## src/rtl/keypad_matrix_responder.sv

```systemverilog
// keypad_matrix_responder: drives the row lines of a 4x4 keypad matrix in
// response to the scanner's column drive. It plays back commanded key presses
// as press bounce, a stable hold, release bounce, and then a done pulse.
module keypad_matrix_responder #(
  parameter int unsigned BOUNCE_PERIOD  = 8,
  parameter int unsigned BOUNCE_TOGGLES = 4,
  parameter int unsigned HOLD_W         = 16
) (
  input  logic              clk,
  input  logic              reset_p,
  input  logic [3:0]        col,
  output logic [3:0]        row,
  input  logic              press_valid,
  output logic              press_ready,
  input  logic [3:0]        press_key,
  input  logic [HOLD_W-1:0] press_hold,
  input  logic              abort,
  output logic              busy,
  output logic              done
);

  localparam int unsigned PH_W    = (BOUNCE_PERIOD  > 1) ? $clog2(BOUNCE_PERIOD)  : 1;
  localparam int unsigned TG_W    = (BOUNCE_TOGGLES > 1) ? $clog2(BOUNCE_TOGGLES) : 1;
  localparam int unsigned PH_LAST = (BOUNCE_PERIOD  > 0) ? BOUNCE_PERIOD  - 1 : 0;
  localparam int unsigned TG_LAST = (BOUNCE_TOGGLES > 0) ? BOUNCE_TOGGLES - 1 : 0;
  localparam bit          HAS_BNC = (BOUNCE_TOGGLES != 0);

  typedef enum logic [2:0] {
    S_IDLE,
    S_PRESS_BNC,
    S_HELD,
    S_REL_BNC,
    S_DONE
  } state_t;

  state_t            r_state;
  logic              r_contact;
  logic              r_done;
  logic [3:0]        r_key;
  logic [HOLD_W-1:0] r_hold;
  logic [HOLD_W-1:0] r_hold_cnt;
  logic [PH_W-1:0]   r_phase;
  logic [TG_W-1:0]   r_tog;

  logic [HOLD_W-1:0] w_hold_eff;
  logic              w_accept;
  logic              w_phase_end;
  logic              w_tog_end;
  logic              w_col_hit;
  logic [3:0]        w_row_bit;

  // Command acceptance and bounce-phase end detection.
  assign w_hold_eff  = (press_hold == '0) ? HOLD_W'(1) : press_hold;
  assign press_ready = (r_state == S_IDLE) && !abort;
  assign w_accept    = press_valid && press_ready;
  assign w_phase_end = (r_phase == PH_W'(PH_LAST));
  assign w_tog_end   = (r_tog == TG_W'(TG_LAST));

  // Row return follows the live column drive with zero latency.
  assign w_col_hit = col[r_key[1:0]];
  assign w_row_bit = 4'b0001 << r_key[3:2];
  assign row       = (r_contact && w_col_hit) ? w_row_bit : 4'b0000;

  assign busy = (r_state != S_IDLE);
  assign done = r_done;

  // Press/hold/release sequencer; contact is registered alongside the state.
  always_ff @(posedge clk) begin
    if (reset_p) begin
      r_state    <= S_IDLE;
      r_contact  <= 1'b0;
      r_done     <= 1'b0;
      r_key      <= '0;
      r_hold     <= '0;
      r_hold_cnt <= '0;
      r_phase    <= '0;
      r_tog      <= '0;
    end else begin
      r_done <= 1'b0;
      case (r_state)
        S_IDLE: begin
          r_contact <= 1'b0;
          if (w_accept) begin
            r_key     <= press_key;
            r_hold    <= w_hold_eff;
            r_phase   <= '0;
            r_tog     <= '0;
            r_contact <= 1'b1;
            if (HAS_BNC) begin
              r_state <= S_PRESS_BNC;
            end else begin
              r_state    <= S_HELD;
              r_hold_cnt <= w_hold_eff;
            end
          end
        end

        S_PRESS_BNC: begin
          if (abort) begin
            r_state   <= S_IDLE;
            r_contact <= 1'b0;
          end else if (w_phase_end) begin
            r_phase <= '0;
            if (w_tog_end) begin
              r_state    <= S_HELD;
              r_hold_cnt <= r_hold;
              r_tog      <= '0;
              r_contact  <= 1'b1;
            end else begin
              // Next phase index is r_tog+1: closed when it is even.
              r_tog     <= r_tog + TG_W'(1);
              r_contact <= r_tog[0];
            end
          end else begin
            r_phase <= r_phase + PH_W'(1);
          end
        end

        S_HELD: begin
          if (abort) begin
            r_state   <= S_IDLE;
            r_contact <= 1'b0;
          end else if (r_hold_cnt <= HOLD_W'(1)) begin
            r_contact <= 1'b0;
            r_phase   <= '0;
            r_tog     <= '0;
            if (HAS_BNC) begin
              r_state <= S_REL_BNC;
            end else begin
              r_state <= S_DONE;
              r_done  <= 1'b1;
            end
          end else begin
            r_hold_cnt <= r_hold_cnt - HOLD_W'(1);
          end
        end

        S_REL_BNC: begin
          if (abort) begin
            r_state   <= S_IDLE;
            r_contact <= 1'b0;
          end else if (w_phase_end) begin
            r_phase <= '0;
            if (w_tog_end) begin
              r_state   <= S_DONE;
              r_tog     <= '0;
              r_contact <= 1'b0;
              r_done    <= 1'b1;
            end else begin
              // Next phase index is r_tog+1: closed when it is odd.
              r_tog     <= r_tog + TG_W'(1);
              r_contact <= ~r_tog[0];
            end
          end else begin
            r_phase <= r_phase + PH_W'(1);
          end
        end

        S_DONE: begin
          r_state   <= S_IDLE;
          r_contact <= 1'b0;
        end

        default: begin
          r_state   <= S_IDLE;
          r_contact <= 1'b0;
        end
      endcase
    end
  end

endmodule
```

## config.mk

```make
export PLATFORM = sky130hd
export DESIGN_NAME = keypad_matrix_responder
export DESIGN_NICKNAME = d
export VERILOG_FILES = /design/src/rtl/keypad_matrix_responder.sv
export SDC_FILE = /design/constraint.sdc
export NUM_CORES = 1
export LEC_CHECK = 0
export ABC_AREA = 1
export BUFFER_PORTS_ARGS = -buffer_cell sky130_fd_sc_hd__buf_2
export CORE_ASPECT_RATIO = 0.7
export CORE_MARGIN = 8
export CORE_UTILIZATION = 39
export DETAILED_ROUTE_END_ITERATION = 8
export PLACE_DENSITY = 0.64
export SYNTH_ARGS = -nofsm -noshare
export SYNTH_HDL_FRONTEND = slang
export SYNTH_SLANG_ARGS = --single-unit
```

## constraint.sdc

```tcl
create_clock -name clk -period 2.1 [get_ports clk]
set_input_delay 0.42 -clock clk [delete_from_list [all_inputs] [get_ports clk]]
set_output_delay 0.42 -clock clk [all_outputs]
set_load 0.01 [all_outputs]
```

==> impl_metrics.env, run 1 <==
export IMPL_via_per_inst=4.869
export IMPL_yosysWarnings=0
export IMPL_finClkSkew_ns=0.007240
export IMPL_wl_per_cell_um=12.61
export IMPL_grt_overflow=0
export IMPL_routed_wl_mm=6.444
export IMPL_clockBufferDepth=2
export IMPL_cts_repair_resized=0
export IMPL_syn_nets=434
export IMPL_max_freq_ghz=0.5406
export IMPL_clkSinkCount=46
export IMPL_layout_common_cells="113 x nand2_1, 63 x nor2_1, 46 x dfxtp_1, 42 x inv_1, 34 x buf_2"
export IMPL_p_leak_nw=1.363
export IMPL_critical_path_class="reg -> out"
export IMPL_ys_ff_latch=46
export IMPL_mostFrequentLayoutCell="nand2_1"
export IMPL_ioPinCount=35
export IMPL_critPathTopFamily="simple AND/OR/NAND/NOR gates"
export IMPL_fp_dieW_um=113.2
export IMPL_drt_iter0_drc=137
export IMPL_cts_hold_buffers=0
export IMPL_ys_types=33
export IMPL_dieArea_um2=9516
export IMPL_grt_pass1_vias=2387
export IMPL_diodes=0
export IMPL_max_cap_violations=0
export IMPL_clkTransAtPathRegs_ns=0.08
export IMPL_final_nets=466
export IMPL_synth_area_um2=2580
export IMPL_setup_viol=0
export IMPL_worst_setup_path_start_kind="flip-flop"
export IMPL_hold_viol=0
export IMPL_end_kind="primary output"
export IMPL_cts_buffers=5
export IMPL_period_needed_ns=1.850
export IMPL_grt_usage_pct=13.77
export IMPL_finalCritPeriodShare_pct=88.09
export IMPL_power_density_nw_per_um2=1400
export IMPL_worst_path_buf_inv=2
export IMPL_maxSlewViolCount=0
export IMPL_syn_avg_cell_area_um2=6.434
export IMPL_start_util_pct=40.91
export IMPL_cts_root_buffer="clkbuf_8"
export IMPL_cp_required_ns=1.68
export IMPL_antenna_found_initial=0
export IMPL_grt_pass1_wl_mm=10.85
export IMPL_peakVddDrop_mv=0.3723
export IMPL_dr_pass1_iters=4
export IMPL_drive_gt1_share_pct=16.17
export IMPL_path_cells="inv_1, nor2_1, o32ai_1, nand2_1, nor3_1, buf_2"
export IMPL_hpwl_mm=4.786
export IMPL_critPathArrivalTime_ns=1.43
export IMPL_slew_headroom_pct=58.73
export IMPL_worstMarginPinSlew_ns=0.6183
export IMPL_ff2ff_setup_slack_ns=0.26
export IMPL_fp_dieH_um=84.05
export IMPL_routabilityCongestion=0.8585
export IMPL_htree_levels=2
export IMPL_setup_tns_ns=0
export IMPL_synth_edf_count=0
export IMPL_ys_seq_area_share_pct=35.69
export IMPL_clk_latency_ns=0.30
export IMPL_core_um2=6306
export IMPL_portBuffers=34
export IMPL_area_growth_pct=11.83
export IMPL_syn_inst=401
export IMPL_final_core_util_pct=45.75
export IMPL_num_vias=2488
export IMPL_drc=0
export IMPL_placementRows=24
export IMPL_cts_tree="done"
export IMPL_rsz0062_at_grt="no"
export IMPL_post_cts_setup_buffers=0
export IMPL_cp_slowest_cell="dfxtp_1"
export IMPL_crit_fanout=4
export IMPL_grt_max_degree=28
export IMPL_antenna_left=0
export IMPL_slowest_delay_ns=0.32
export IMPL_num_fill_cells=681
export IMPL_holdCritPathClass="in -> reg"
export IMPL_status="complete, no violations"
export IMPL_async_flop_share_pct=0
export IMPL_synth_ff_type="dfxtp_1"
## cells by family after synthesis
logic type / after synthesis / share of synthesized area (%)
adders and majority gates: 5 / 2.425
AOI/OAI and AO/OA: 66 / 13.87
buffers and inverters: 58 / 9.262
xor gates and xnor gates: 4 / 1.358
DFF: 46 / 35.69
and+or+nand+nor: 222 / 37.39
## state kept, by name (all words and copies together) (netlist names)
signal / cells
r_tog: 2
r_hold_cnt: 16
done: 1
r_contact: 1
r_hold: 16
r_state: 3
r_key: 4
r_phase: 3
## layout make-up
| cell class | instances | area, um^2 | area share, % |
|---|---|---|---|
| inverter | 46 | 173.9 | 6.028 |
| tap | 78 | 97.59 | 3.382 |
| multi-input combinational | 297 | 1420 | 49.22 |
| clock buffer | 6 | 72.57 | 2.515 |
| timing repair buffer | 37 | 192.7 | 6.678 |
| sequential | 46 | 920.9 | 31.92 |
| clock inverter | 1 | 7.507 | 0.2602 |
## layer usage
| metal | up-vias | share of wire (%) | track usage (%) |
|---|---|---|---|
| met5 | - | 0 | 0 |
| met4 | 0 | 1.1 | 3.614 |
| met3 | 8 | 5.1 | 3.251 |
| met2 | 52 | 43 | 21.98 |
| met1 | 1102 | 50 | 18.04 |
| li1 | 1326 | - | - |
## through the flow
stage | power (mW) | hold WS [ns] | area (um^2) | cells | setup slack (ns)
detailed placement | 3.520 | 0.4587 | 2805 | 504 | 0.2796
finish | 4.038 | 0.3688 | 2885 | 511 | 0.2501
global route | 4.478 | 0.3746 | 2885 | 511 | 0.03232
CTS | 4.051 | 0.3651 | 2885 | 511 | 0.2146
global placement | 3.474 | 0.4555 | 2805 | 504 | 0.3169
floorplan | 3.072 | 0.4345 | 2580 | 401 | 0.5574
## power by group
group	total (mW)	internal [mW]	switching (mW)
Clock	0.524	0.229	0.296
Combinational	2.29	0.793	1.50
Sequential	1.22	1.06	0.159
Total	4.04	2.08	1.95
## synth_stat cells, types with 3 or more instances
master | n | share of area (%)
nand2_1 | 113 | 16
nor2_1 | 63 | 9.2
dfxtp_1 | 46 | 36
inv_1 | 42 | 6.1
o21ai_0 | 31 | 6.0
a21oi_1 | 27 | 5.2
nand3_1 | 15 | 2.9
nor2_2 | 6 | 1.5
clkbuf_1 | 5 | 0.73
ha_1 | 5 | 2.4
nand2_2 | 5 | 1.2
buf_2 | 4 | 0.78
nand2_4 | 4 | 1.7
nor3_1 | 4 | 0.78
nor4_1 | 4 | 0.97
inv_2 | 3 | 0.44
## worst register-to-register path, cell delays in order (launching register included)
cell and delay (ns):
dfxtp_1 0.38, inv_1 0.07, ha_1 0.22, inv_1 0.08, nand2_1 0.05, nand2_1 0.05, nor2_1 0.04, nand2_2 0.10
nand2_4 0.09, a21oi_4 0.43, nand2_1 0.09, nor2_1 0.10, nor2_1 0.05
## worst paths after layout
kind | start | to | cells past startpoint
setup / recovery | r_key[0] | row[1] | 6
hold / removal | press_key[1] | r_key[1] | 3
setup reg to reg | r_hold_cnt[0] | r_hold_cnt[12] | 12
hold reg to reg | r_hold[6] | r_hold[6] | 2
No activity file was read; power rests on OpenSTA's default activity.
==> run 2: changes to the inputs <==
- PLACE_DENSITY: 0.64 -> 0.61
==> run 2 against run 1 <==
Non-clock buffer count grew 2. Critical path depth is the same. Combinational power grew 4%. Cell area grew 2.1%. Sequential share of layout area shrank 0.65 points. Register-to-register slack gained 0.11 ns. Final cell count grew 0.59%. Highest routed layer unchanged. Fmax shrank 3.1%. Worst setup slack lost 0.059 ns. Largest cell class unchanged. First-iteration DRC count grew 20%. Critical endpoint is now row[0]. Flip-flop and latch count is the same.
==> impl_metrics.env, run 2 (synthesis gave the netlist of run 1 again) <==
export IMPL_status="complete, no violations"
export IMPL_drc=0
export IMPL_routabilityCongestion=0.8364
export IMPL_area_growth_pct=14.16
export IMPL_cp_slowest_cell="dfxtp_1"
export IMPL_clkSinkCount=46
export IMPL_dpl_cell_area_um2=2798
export IMPL_grt_pass1_wl_mm=11.27
export IMPL_drt_iter0_drc=165
export IMPL_clkTransAtPathRegs_ns=0.09
export IMPL_critPathTopFamily="simple AND/OR/NAND/NOR gates"
export IMPL_dr_pass1_iters=4
export IMPL_dieArea_um2=9516
export IMPL_critical_path_class="reg -> out"
export IMPL_p_leak_nw=1.399
export IMPL_final_nets=468
export IMPL_critPathArrivalTime_ns=1.49
export IMPL_setup_tns_ns=0
export IMPL_period_needed_ns=1.909
export IMPL_combPwrFrac_pct=55.6
export IMPL_antenna_found_initial=0
export IMPL_peakVddDrop_mv=0.4949
export IMPL_grt_usage_pct=14.34
export IMPL_cts_buffers=5
export IMPL_crit_fanout=4
export IMPL_holdCritPathClass="in -> reg"
export IMPL_finClkSkew_ns=0.006038
export IMPL_grt_overflow=0
export IMPL_diodes=0
export IMPL_path_cells="inv_1, nor2_1, o32ai_1, nand2_1, nor3_1, buf_2"
export IMPL_worstMarginPinSlew_ns=0.5985
export IMPL_post_cts_setup_buffers=0
export IMPL_cts_root_buffer="clkbuf_8"
export IMPL_num_fill_cells=677
export IMPL_wl_per_cell_um=12.88
export IMPL_drive_gt1_share_pct=16.97
export IMPL_reg_top3="r_hold x16, r_hold_cnt x16, r_key x4"
export IMPL_via_per_inst=4.854
export IMPL_cts_hold_buffers=0
export IMPL_grt_max_degree=29
export IMPL_fp_dieH_um=84.05
export IMPL_maxSlewViolCount=0
export IMPL_worst_path_buf_inv=2
export IMPL_mostFrequentLayoutCell="nand2_1"
export IMPL_antenna_left=0
export IMPL_num_vias=2495
export IMPL_slowest_delay_ns=0.33
export IMPL_power_density_nw_per_um2=1460
export IMPL_hpwl_mm=4.813
export IMPL_slew_headroom_pct=60.05
export IMPL_clkPwrFrac_pct=16.1
export IMPL_cp_required_ns=1.68
export IMPL_setup_viol=0
export IMPL_ioPinCount=35
export IMPL_start_util_pct=40.91
export IMPL_max_freq_ghz=0.5238
export IMPL_fp_dieW_um=113.2
export IMPL_worst_setup_path_start_kind="flip-flop"
export IMPL_rsz0062_at_grt="no"
export IMPL_clk_latency_ns=0.31
export IMPL_max_cap_violations=0
export IMPL_p_int_mw=2.261
export IMPL_hold_viol=0
export IMPL_swShare_pct=47.41
export IMPL_htree_levels=2
export IMPL_layout_common_cells="113 x nand2_1, 63 x nor2_1, 46 x dfxtp_1, 42 x inv_1, 34 x buf_2"
export IMPL_routed_wl_mm=6.621
export IMPL_clockBufferDepth=2
export IMPL_finalCritPeriodShare_pct=90.91
export IMPL_cts_tree="done"
export IMPL_portBuffers=34
export IMPL_core_um2=6306
export IMPL_grt_pass1_vias=2353
export IMPL_placementRows=24
export IMPL_p_seq_share_pct=28.3
export IMPL_cts_repair_resized=0
export IMPL_power_switching_mw=2.038
export IMPL_end_kind="primary output"
export IMPL_design_area_um2=2945
-- run 2: cell count changes in the layout (fill, tap and decap cells not counted), sizes merged --
cell / delta
clkbuf: -1
clkinvlp: -1
inv: +1
bufinv: +1
clkinv: +1
buf: +2
-- run 2: layout make-up --
type	instances	area, um^2	area share, %
Sequential cell	46	920.9	31.27
Inverter	46	173.9	5.905
Timing Repair Buffer	39	220.2	7.477
Clock buffer	5	68.82	2.336
Clock inverter	3	43.79	1.487
Tap cell	78	97.59	3.314
Multi-Input combinational cell	297	1420	48.22
-- run 2: routing by layer --
layer,GRT usage [%],vias up,share of wire [%]
li1,-,1335,-
met1,20.82,1104,55
met2,20.47,52,40
met3,3.396,4,4.6
met4,3.253,0,0.56
met5,0,-,0
-- run 2: power by group through the flow --
stage	clock network [mW]	logic (mW)	registers (mW)
2_1_floorplan	0	1.88	1.19
6_report	0.692	2.39	1.22
4_1_cts	0.711	2.30	1.21
3_3_place_gp	0	2.27	1.23
5_1_grt	0.739	2.76	1.24
3_5_place_dp	0	2.28	1.23
-- run 2: per-stage QoR --
step	util [%]	total power [mW]	cells	hold WS (ns)	worst slack, ns
final	46.71	4.299	514	0.3516	0.1908
after global routing	46.71	4.740	514	0.3606	0.05101
after CTS	46.15	4.229	511	0.3449	0.1927
after detailed placement	44.37	3.516	503	0.4595	0.2818
after global placement	44.37	3.497	503	0.4541	0.3153
after floorplan	-	3.072	401	0.4345	0.5574
-- run 2: path summary, 6_finish.rpt --
path,start,end,slack (ns),cells past startpoint
max,r_key[0],row[0],0.19,6
min,press_key[1],r_key[1],0.35,3
max reg2reg,r_hold_cnt[0],r_hold_cnt[0],0.37,13
min reg2reg,r_hold[12],r_hold[12],0.47,2
-- run 2: worst reg2reg max path: stages (launching register included) --
cell and delay (ns):
dfxtp_1 0.38, inv_1 0.07, ha_1 0.22, inv_1 0.08, nand2_1 0.05, nand2_1 0.06, nor2_1 0.04, nand2_2 0.10
nand2_4 0.09, a21oi_4 0.21, buf_12 0.15, buf_4 0.12, nor2_1 0.03, nor2_1 0.08
==> run 3: changes to the inputs <==
- BUFFER_PORTS_ARGS: -buffer_cell sky130_fd_sc_hd__buf_2 -> -buffer_cell sky130_fd_sc_hd__buf_4
- SETUP_SLACK_MARGIN: not set -> 0.2
==> run 3 against run 2 <==
Via count increased by 1.5%. Power increased by 0.32%. Sequential power about the same. Fmax increased by 3.6%. Global-route usage increased by 0.48 points. Die area unchanged. Critical path type unchanged. Largest cell class unchanged. Register-to-register slack about the same. Critical endpoint is now row[1]. Sequential share of layout area decreased by 0.97 points. Clock power decreased by 2.9%.
==> impl_metrics.env, run 3 (synthesis gave the netlist of run 1 again) <==
export IMPL_ioPinCount=35
export IMPL_crit_fanout=4
export IMPL_htree_levels=2
export IMPL_hpwl_mm=4.960
export IMPL_grt_pass1_wl_mm=11.46
export IMPL_p_seq_share_pct=28.4
export IMPL_antenna_found_initial=0
export IMPL_period_needed_ns=1.842
export IMPL_setup_viol=0
export IMPL_setup_tns_ns=0
export IMPL_routabilityCongestion=0.8039
export IMPL_rsz0062_at_grt="yes"
export IMPL_power_switching_mw=2.033
export IMPL_cts_root_buffer="clkbuf_8"
export IMPL_fp_dieW_um=113.2
export IMPL_cts_tree="done"
export IMPL_critical_path_class="reg -> out"
export IMPL_status="complete, no violations"
export IMPL_drive_gt1_share_pct=17.97
export IMPL_diodes=0
export IMPL_power_density_nw_per_um2=1417
export IMPL_startpoint="r_key[0]"
export IMPL_p_int_mw=2.280
export IMPL_drt_iter0_drc=186
export IMPL_clk_latency_ns=0.30
export IMPL_multi_input_area_um2=1450
export IMPL_max_freq_ghz=0.5428
export IMPL_placementRows=24
export IMPL_finalCritPeriodShare_pct=87.74
export IMPL_swShare_pct=47.13
export IMPL_final_nets=466
export IMPL_routed_wl_mm=6.813
export IMPL_mostFrequentLayoutCell="nand2_1"
export IMPL_clkPwrFrac_pct=15.6
export IMPL_ff2ff_setup_slack_ns=0.37
export IMPL_grt_usage_pct=14.82
export IMPL_worst_setup_path_start_kind="flip-flop"
export IMPL_combPwrFrac_pct=56.1
export IMPL_portBuffers=34
export IMPL_area_growth_pct=17.99
export IMPL_p_leak_nw=1.414
export IMPL_grt_pass1_vias=2328
export IMPL_worstReg2RegStart="r_hold_cnt[0]"
export IMPL_start_util_pct=40.91
export IMPL_fp_dieH_um=84.05
export IMPL_holdCritPathClass="in -> reg"
export IMPL_pre_cts_ws_ns=0.2534
export IMPL_dr_pass1_iters=4
export IMPL_cts_buffers=5
export IMPL_layout_common_cells="112 x nand2_1, 63 x nor2_1, 45 x dfxtp_1, 42 x inv_1, 36 x buf_4"
export IMPL_hold_viol=0
export IMPL_peakVddDrop_mv=0.4875
export IMPL_drc=0
export IMPL_max_cap_violations=0
export IMPL_clockBufferDepth=2
export IMPL_reg_top3="r_hold x16, r_hold_cnt x16, r_key x4"
export IMPL_core_um2=6306
export IMPL_critPathArrivalTime_ns=1.42
export IMPL_grt_overflow=0
export IMPL_clkTransAtPathRegs_ns=0.09
export IMPL_seq_area_um2=922.1
export IMPL_dieArea_um2=9516
export IMPL_clkSinkCount=46
export IMPL_final_core_util_pct=48.27
export IMPL_grt_max_degree=29
export IMPL_num_vias=2533
export IMPL_num_fill_cells=678
export IMPL_cts_hold_buffers=0
export IMPL_fin_ws_ns=0.2576
export IMPL_wl_per_cell_um=13.31
export IMPL_slew_headroom_pct=57.51
export IMPL_cp_required_ns=1.68
export IMPL_worstMarginPinSlew_ns=0.6367
export IMPL_via_per_inst=4.947
export IMPL_hold_start="press_key[1]"
export IMPL_maxSlewViolCount=0
export IMPL_antenna_left=0
export IMPL_end_kind="primary output"
export IMPL_finClkSkew_ns=0.004648
## run 3: cell types whose count changed in the layout (fill, tap and decap cells not counted), moves of 4 or more
cell and delta:
nor3_1 -4, buf_4 +32, nor3_2 +4, buf_2 -34
## run 3: layout make-up
class	count	area share, %
multi-input combinational	297	47.64
sequential	46	30.29
timing repair buffer	37	9.536
inverter	46	5.713
tap	78	3.206
clock buffer	6	2.384
clock inverter	2	1.233
## run 3: stage by stage
step	hold WS [ns]	instances	total power [mW]	cell area (um^2)
after floorplan	0.4345	401	3.072	2580
after CTS	0.3566	510	4.263	2993
after global placement	0.4534	502	3.517	2875
after global routing	0.3591	512	4.755	3044
final	0.3625	512	4.313	3044
after detailed placement	0.4634	502	3.568	2875
## run 3: final timing paths
check	to	depth (start not counted)
setup / recovery	row[1]	6
hold / removal	r_key[1]	3
setup reg to reg	r_hold_cnt[12]	13
hold reg to reg	r_hold[14]	2
## run 3: layer usage
| metal | global-route usage, % | share of wire, % | routed length [um] |
|---|---|---|---|
| met2 | 19.61 | 39 | 2656 |
| met1 | 22.72 | 55 | 3777 |
| met5 | 0 | 0 | 0 |
| met4 | 3.976 | 0.51 | 35 |
| met3 | 3.179 | 5.0 | 344 |
## run 3: critical path: stages, from the launching register on
cell and delay, ns:
dfxtp_2 0.34, inv_1 0.08, nor2_1 0.05, o32ai_2 0.23, nand2_2 0.14, nor3_2 0.14
buf_4 0.14
## run 3: timing repair
item	in CTS	in global routing
buffers inserted	0	2
endpoints found under the setup margin	3	21
pin swaps	2	3
gates resized for setup	1	7
## run 3: power groups by stage
| stage | combinational (mW) | clock, mW | sequential [mW] |
|---|---|---|---|
| global placement | 2.28 | 0 | 1.23 |
| detailed placement | 2.33 | 0 | 1.24 |
| CTS | 2.35 | 0.690 | 1.22 |
| floorplan | 1.88 | 0 | 1.19 |
| global route | 2.78 | 0.726 | 1.25 |
| finish | 2.42 | 0.672 | 1.22 |
